===== src/rtl/imem_loader.sv =====
// imem_loader
//   Write-side companion to the instruction memory read port. Takes a byte
//   stream over a valid/ready handshake, assembles big-endian 32-bit MIPS
//   instructions and writes each one to consecutive word addresses. The CPU
//   is held stalled until the requested program image has been written.
//
// Parameters
//   DEPTH       instruction memory depth in words; addresses wrap modulo DEPTH
//   START_ADDR  word address of the first instruction written
//
// Ports
//   clk         system clock, all state on rising edge
//   rst_n       asynchronous active-low reset
//   start       1-cycle load request, honoured only when idle or done
//   num_words   number of words to load, latched when start is accepted
//   byte_in     stream byte
//   byte_valid  byte_in is valid
//   byte_ready  loader accepts byte_in this cycle
//   mem_we      instruction memory write strobe, one cycle per word
//   mem_addr    word address of the write
//   mem_wdata   instruction word being written
//   cpu_hold    1 = processor stalled
//   done        level, last requested load has completed

module imem_loader #(
    parameter int DEPTH      = 256,
    parameter int START_ADDR = 0
) (
    input  logic        clk,
    input  logic        rst_n,
    input  logic        start,
    input  logic [31:0] num_words,
    input  logic [7:0]  byte_in,
    input  logic        byte_valid,
    output logic        byte_ready,
    output logic        mem_we,
    output logic [31:0] mem_addr,
    output logic [31:0] mem_wdata,
    output logic        cpu_hold,
    output logic        done
);

    localparam logic [1:0] S_IDLE = 2'd0;
    localparam logic [1:0] S_LOAD = 2'd1;
    localparam logic [1:0] S_DONE = 2'd2;

    localparam logic [31:0] FIRST_ADDR = 32'(START_ADDR);
    localparam logic [31:0] LAST_ADDR  = 32'(DEPTH - 1);

    logic [1:0]  state;
    logic [31:0] remaining;
    logic [1:0]  byte_cnt;
    logic [23:0] asm_word;
    logic [31:0] word_addr;
    logic        finishing;
    logic        xfer;

    // finishing marks the single cycle in LOAD after the last word has been
    // handed to memory (or right after a zero-length start); no more bytes are
    // taken and the next edge moves to DONE.
    assign byte_ready = (state == S_LOAD) && !finishing;
    assign xfer       = byte_valid && byte_ready;

    // Main sequencer. The first three bytes of a word collect in asm_word;
    // the fourth byte goes straight into mem_wdata together with them, so the
    // assembly register is free again during the write cycle and the stream
    // can keep flowing at one byte per cycle.
    always_ff @(posedge clk or negedge rst_n) begin
        if (!rst_n) begin
            state     <= S_IDLE;
            remaining <= 32'd0;
            byte_cnt  <= 2'd0;
            asm_word  <= 24'd0;
            word_addr <= 32'd0;
            finishing <= 1'b0;
            mem_we    <= 1'b0;
            mem_addr  <= 32'd0;
            mem_wdata <= 32'd0;
            cpu_hold  <= 1'b1;
            done      <= 1'b0;
        end else begin
            mem_we <= 1'b0;
            case (state)
                S_IDLE, S_DONE: begin
                    if (start) begin
                        remaining <= num_words;
                        byte_cnt  <= 2'd0;
                        word_addr <= FIRST_ADDR;
                        done      <= 1'b0;
                        cpu_hold  <= 1'b1;
                        state     <= S_LOAD;
                        // A zero-length load passes through one quiet LOAD
                        // cycle so done rises on the second edge.
                        finishing <= (num_words == 32'd0);
                    end
                end
                S_LOAD: begin
                    if (finishing) begin
                        finishing <= 1'b0;
                        done      <= 1'b1;
                        cpu_hold  <= 1'b0;
                        state     <= S_DONE;
                    end else if (xfer) begin
                        byte_cnt <= byte_cnt + 2'd1;
                        case (byte_cnt)
                            2'd0: asm_word[23:16] <= byte_in;
                            2'd1: asm_word[15:8]  <= byte_in;
                            2'd2: asm_word[7:0]   <= byte_in;
                            default: begin
                                mem_we    <= 1'b1;
                                mem_addr  <= word_addr;
                                mem_wdata <= {asm_word, byte_in};
                                word_addr <= (word_addr == LAST_ADDR) ? 32'd0
                                                                      : word_addr + 32'd1;
                                remaining <= remaining - 32'd1;
                                if (remaining == 32'd1) begin
                                    finishing <= 1'b1;
                                end
                            end
                        endcase
                    end
                end
                default: begin
                    state <= S_IDLE;
                end
            endcase
        end
    end

endmodule


===== config.mk =====
export PLATFORM = sky130hd
export DESIGN_NAME = imem_loader
export DESIGN_NICKNAME = d
export VERILOG_FILES = /design/src/rtl/imem_loader.sv
export SDC_FILE = /design/constraint.sdc
export NUM_CORES = 1
export LEC_CHECK = 0
export CAP_MARGIN = 20
export CORE_UTILIZATION = 23
export DETAILED_ROUTE_END_ITERATION = 8
export GPL_ROUTABILITY_DRIVEN = 0
export HOLD_SLACK_MARGIN = 0.02
export PLACE_DENSITY = 0.42
export SLEW_MARGIN = 20
export SYNTH_ARGS = -nofsm -noshare
export SYNTH_HDL_FRONTEND = slang
export SYNTH_SLANG_ARGS = --single-unit
export TNS_END_PERCENT = 50

===== constraint.sdc =====
create_clock -name clk -period 2.7 [get_ports clk]
set_clock_uncertainty 0.05 [all_clocks]
set_input_delay 0.54 -clock clk [delete_from_list [all_inputs] [get_ports clk]]
set_output_delay 0.54 -clock clk [all_outputs]
set_load 0.02 [all_outputs]

Word-level counts from Yosys, hierarchy flattened
Cells that the tools add are included.
{"block": "totals", "wordCells": 81, "out_inout_bits": 68, "regBits": 160, "latchBits": 0, "memories": 0, "ramBits": 0, "input_bits": 44, "rom_bits": 0}
{"block": "op_classes", "n_addsub": 3, "shifts": 0, "n_lt_le_gt_ge": 0, "mux": 34, "bitwise": 2, "reduce_logical": 18, "div_mod_pow": 0, "n_eq_ne": 11, "mul": 0}
{"cell": "32-bit two-way mux", "count": 9}
{"cell": "32-bit one-hot mux with 2 select lines", "count": 2}
{"cell": "32-bit by 1-bit adder with 32-bit output, second input constant", "count": 1}
{"cell": "32-bit by 1-bit == test with 1-bit output, second input constant", "count": 1}
{"cell": "32-bit by 8-bit == test with 1-bit output, second input constant", "count": 1}
{"cell": "32-bit zero test", "count": 1}
{"cell": "32-bit by 1-bit subtractor with 32-bit output, second input constant", "count": 1}
{"cell": "4-bit AND reduction", "count": 5}
{"cell": "1-bit two-way mux", "count": 13}
{"cell": "2-bit two-way mux", "count": 5}
{"cell": "2-bit inequality test, second input constant", "count": 5}
{"cell": "2-bit one-hot mux with 2 select lines", "count": 2}
{"cell": "1-bit one-hot mux with 2 select lines", "count": 3}
{"cell": "5-bit AND reduction", "count": 1}
{"cell": "2-bit by 1-bit == test with 1-bit output, second input constant", "count": 2}
{"cell": "2-bit == test, second input constant", "count": 2}
{"cell": "2-bit zero test", "count": 2}
{"cell": "2-bit AND reduction", "count": 2}
{"cell": "3-bit AND reduction", "count": 1}
{"cell": "3-bit OR reduction", "count": 1}
{"cell": "2-bit by 1-bit adder with 2-bit output, second input constant", "count": 1}
{"cell": "1-bit logical AND", "count": 2}
{"cell": "1-bit inverter", "count": 2}
{"cell": "2-bit nonzero test", "count": 1}
{"cell": "other kinds (2)", "count": 2}

Depth between registers and ports, before layout
{"block": "depth", "depth_word": 6, "mapped_depth": 8}

Least setup slack after synthesis
Ideal clock, no wire load.
{"block": "synth_timing", "path_type": "register to register", "from": "register remaining[10]", "to": "register remaining[28]", "path_buffers": 2, "arrival_ns": 2.079, "setup_time_ns": 0.131, "period_less_slack_ns": 2.261, "path_slack_ns": 0.439, "path_stages_with_launch": 8, "path_cell_list": "dfrtp_1 > or4_1 > buf_2 > and4bb_1 > buf_4 > nand3_2 > o211a_1 > or3_1"}
{"block": "synth_between", "elab_chain_len": 5}
{"item": "start, declared", "line_no": "51", "rtl": "logic [31:0] remaining;"}
{"item": "start signal, assigned", "line_no": "86", "rtl": "remaining <= num_words;"}
{"item": "start signal, assigned", "line_no": "115", "rtl": "remaining <= remaining - 32'd1;"}
{"item": "32-bit by 1-bit subtractor with 32-bit output", "line_no": "115"}
{"item": "32-bit two-way mux", "line_no": "105", "rtl": "case (byte_cnt)"}
{"item": "32-bit two-way mux", "line_no": "103", "rtl": "end else if (xfer) begin"}
{"item": "32-bit two-way mux", "line_no": "98", "rtl": "if (finishing) begin"}
{"item": "32-bit one-hot mux with 2 select lines", "line_no": "83", "rtl": "case (state)"}
Every way passes these cells. The select of a mux whose other input is x is not followed.
A chain may end at the register's enable or synchronous reset.

Worst setup path after layout
{"block": "layout_timing", "from": "register state[1]", "to": "output byte_ready"}
{"block": "layout_between", "elab_chain_len": 2}
{"item": "start, declared", "line_no": "50", "rtl": "logic [1:0] state;"}
{"item": "start signal, assigned", "line_no": "70", "rtl": "state <= S_IDLE;"}
{"item": "start signal, assigned", "line_no": "91", "rtl": "state <= S_LOAD;"}
{"item": "start signal, assigned", "line_no": "102", "rtl": "state <= S_DONE;"}
{"item": "2-bit by 1-bit == test with 1-bit output", "line_no": "61", "rtl": "assign byte_ready = (state == S_LOAD) && !finishing;"}
{"item": "1-bit logical AND", "line_no": "61"}
{"item": "end, declared", "line_no": "35", "rtl": "output logic byte_ready,"}
Every way passes these cells.

==> summary.txt <==
Outcome
  – Status: finished, final reports clean

Logic synthesis
  – Sequential cell area fraction in the yosys report: 0.523
  – Cell area after synthesis: 7650 um2
  – Async S/R FF share, synth: 1.00
  – Yosys reg bits: 160
  – Cells after Synth: 826
  – Most common flop cell mapped by yosys: dfrtp_1
  – EDFF count, synth: 0
  – Yosys warns: 0
  – Synthesized area per cell: 9.26 um2
  – Syn_nets: 877
  – Yosys cell types: 63

Drt
  – DR pass1 iterations: 4
  – DR WL/cell: 16.2 um
  – DRT iter0 DRCs: 444
  – Via density: 4.58
  – Final ANT Viol Nets: 0
  – DRC: 0
  – Routed WL: 22.8 mm
  – Via count: 6433

Critical path
  – Crit end category: output pin
  – Startpoint types: flop
  – Crit Path Category: reg2out
  – CP required: 2.11 ns
  – Crit-path max FO: 7
  – Arrival @ worst endpoint: 1.91 ns

GRT
  – Vias in the first global route: 6497
  – Gr ovfl total: 0
  – Maximum number of pins on one net before global-route repair: 64
  – Total track usage: 0.140
  – Initial antenna violation count: 0
  – First-pass GRT wire length: 36.9 mm

Clock tree
  – CTS Root Cell: clkbuf_16
  – TritonCTS clock tree: yes
  – Clock transition at path regs: 0.08 ns
  – TritonCTS Buffers: 17
  – Max Root-Sink Buffers: 2
  – Later-pin clock latency in the skew report: 0.44 ns
  – CTS resizes: 0
  – Post-CTS Setup Inserts: 0
  – Clk sinks: 160
  – H-tree Lvls: 4
  – Post-CTS Hold Fix Bufs: 0

Floorplanning
  – Starting density of the core: 0.235
  – Die width: 184 um
  – Full die area: 34000 um2
  – Die height: 184 um
  – Num ports: 112
  – Num rows: 66
  – Core area: 32600 um2

Pwr
  – Leak pwr: 4.29 nW
  – Worst VDD drop: 0.000443 V
  – Pwr dens: 846 nW/um2

Timing
  – Setup TNS Final: 0 ns
  – Max-slew headroom: 0.544
  – Max Freq: 0.400 GHz
  – Actual slew at the worst max-slew pin: 0.678 ns
  – Hold Vio Cnt, Final: 0
  – Final period utilization: 0.927
  – Unrepaired setup endpoints after global routing: false
  – Minimum clock period: 2.50 ns
  – Final setup fails: 0
  – Pins Over Slew Limit: 0

Layout
  – Fin nets: 1001
  – Area Overhead vs Synth: 32.7%
  – Layout cells sized above 1: 0.123
  – Layout Utilization: 0.311
  – N_diodes: 0
  – Layout fillers: 3433

Placement
  – Port Buffer Count: 111
  – Post-DP HPWL: 15.9 mm

Worst hold path
  – Hold crit path type: in2async

Flow run
  – Max_cap viols: 0
## cell usage after synthesis (13+ instances only)
library cell  number  share of area
a21oi_1           33          0.022
clkbuf_1          39          0.019
nand2_1          218           0.11
nand3_1           26          0.017
dfrtp_1          159           0.52
mux2_2            24          0.035
nor3_1            25          0.016
nor4_1            29          0.024
nor2_1            49          0.024
o22a_1            13          0.015
o21ai_0           29          0.019
a31oi_1           19          0.016
## worst max-delay path: stages, from the launching register on
cell,delay [ns]
dfrtp_1,0.48
nor3b_1,0.33
clkdlybuf4s50_1,0.66
## registers in the layout, indices dropped and copies added, names as in the netlist
| name | flops |
|---|---|
| state | 2 |
| byte_cnt | 2 |
| mem_addr | 32 |
| mem_we | 1 |
| mem_wdata | 32 |
| done | 1 |
| word_addr | 32 |
| asm_word | 24 |
| remaining | 32 |
| finishing | 1 |
| cpu_hold | 1 |
## area by class of cell
class | instances | area, um2 | area share
inverter | 10 | 37.5 | 0.00370
multi-input combinational | 607 | 3450 | 0.339
clock buffer | 17 | 425 | 0.0419
sequential | 160 | 4010 | 0.395
clock inverter | 15 | 188 | 0.0185
timing repair buffer | 154 | 1500 | 0.148
tap | 442 | 553 | 0.0545
## worst paths after layout
| path | from | endpoint | slack [ns] | cells after the start |
|---|---|---|---|---|
| max reg2reg | remaining[0] | remaining[28] | 0.27 | 7 |
| min | rst_n | mem_wdata[22] | 0.02 | 1 |
| min reg2reg | asm_word[20] | mem_wdata[28] | 0.40 | 2 |
| max in group asynchronous | rst_n | word_addr[3] | 1.73 | 2 |
| max | state[1] | byte_ready | 0.20 | 2 |
| min in group clk | asm_word[20] | mem_wdata[28] | 0.40 | 2 |
## logic make-up (layout without fill, tap and decap cells)
group,Yosys count,in the layout,share of synthesized area
mux,28,28,0.0405
fa+ha+maj,7,7,0.0114
simple gates,416,416,0.256
compound gates,144,144,0.125
flops,160,160,0.523
buf+inv,59,196,0.0299
xor+xnor,12,12,0.0137
## stage by stage
step	setup slack [ns]	hold WS (ns)	total power (W)	cell area (um2)	cells
after floorplan	0.439	0.194	0.00500	7650	826
after global placement	0.135	0.390	0.00619	9540	1373
after detailed placement	0.118	0.394	0.00621	9540	1373
after CTS	0.152	0.0512	0.00873	10200	1405
after global routing	0.117	0.0545	0.00916	10200	1405
final	0.197	0.0184	0.00859	10200	1405
## cells in the final DEF, fill, tap and decap left out, drive strengths merged, types with 7 or more instances in the layout
cell type and instances:
xnor2 9, o31ai 7, nor4 31, clkdlybuf4s50 110, clkbuf 17, mux2 24
nand3 27, a31oi 19, or3 8, buf 44, clkinv 8, or4 9
o21ai 29, nand4 12, ha 7, a21oi 33, dfrtp 159, nor3 28
inv 16, nand2 219, o22a 13, nor2 49, a22o 9
## routing by layer
metal	vias up	global-route usage	wire length (um)
li1	3193	-	-
met4	0	0.0287	140
met2	127	0.221	10500
met5	-	0	0
met1	3105	0.196	11200
met3	8	0.0283	959
## report_power, final
part,switching (W),internal (W)
Sequential,0.000549,0.00308
Clock,0.00121,0.00126
Combinational,0.00132,0.00118
Total,0.00308,0.00551
No activity file was read; power rests on OpenSTA's default activity.
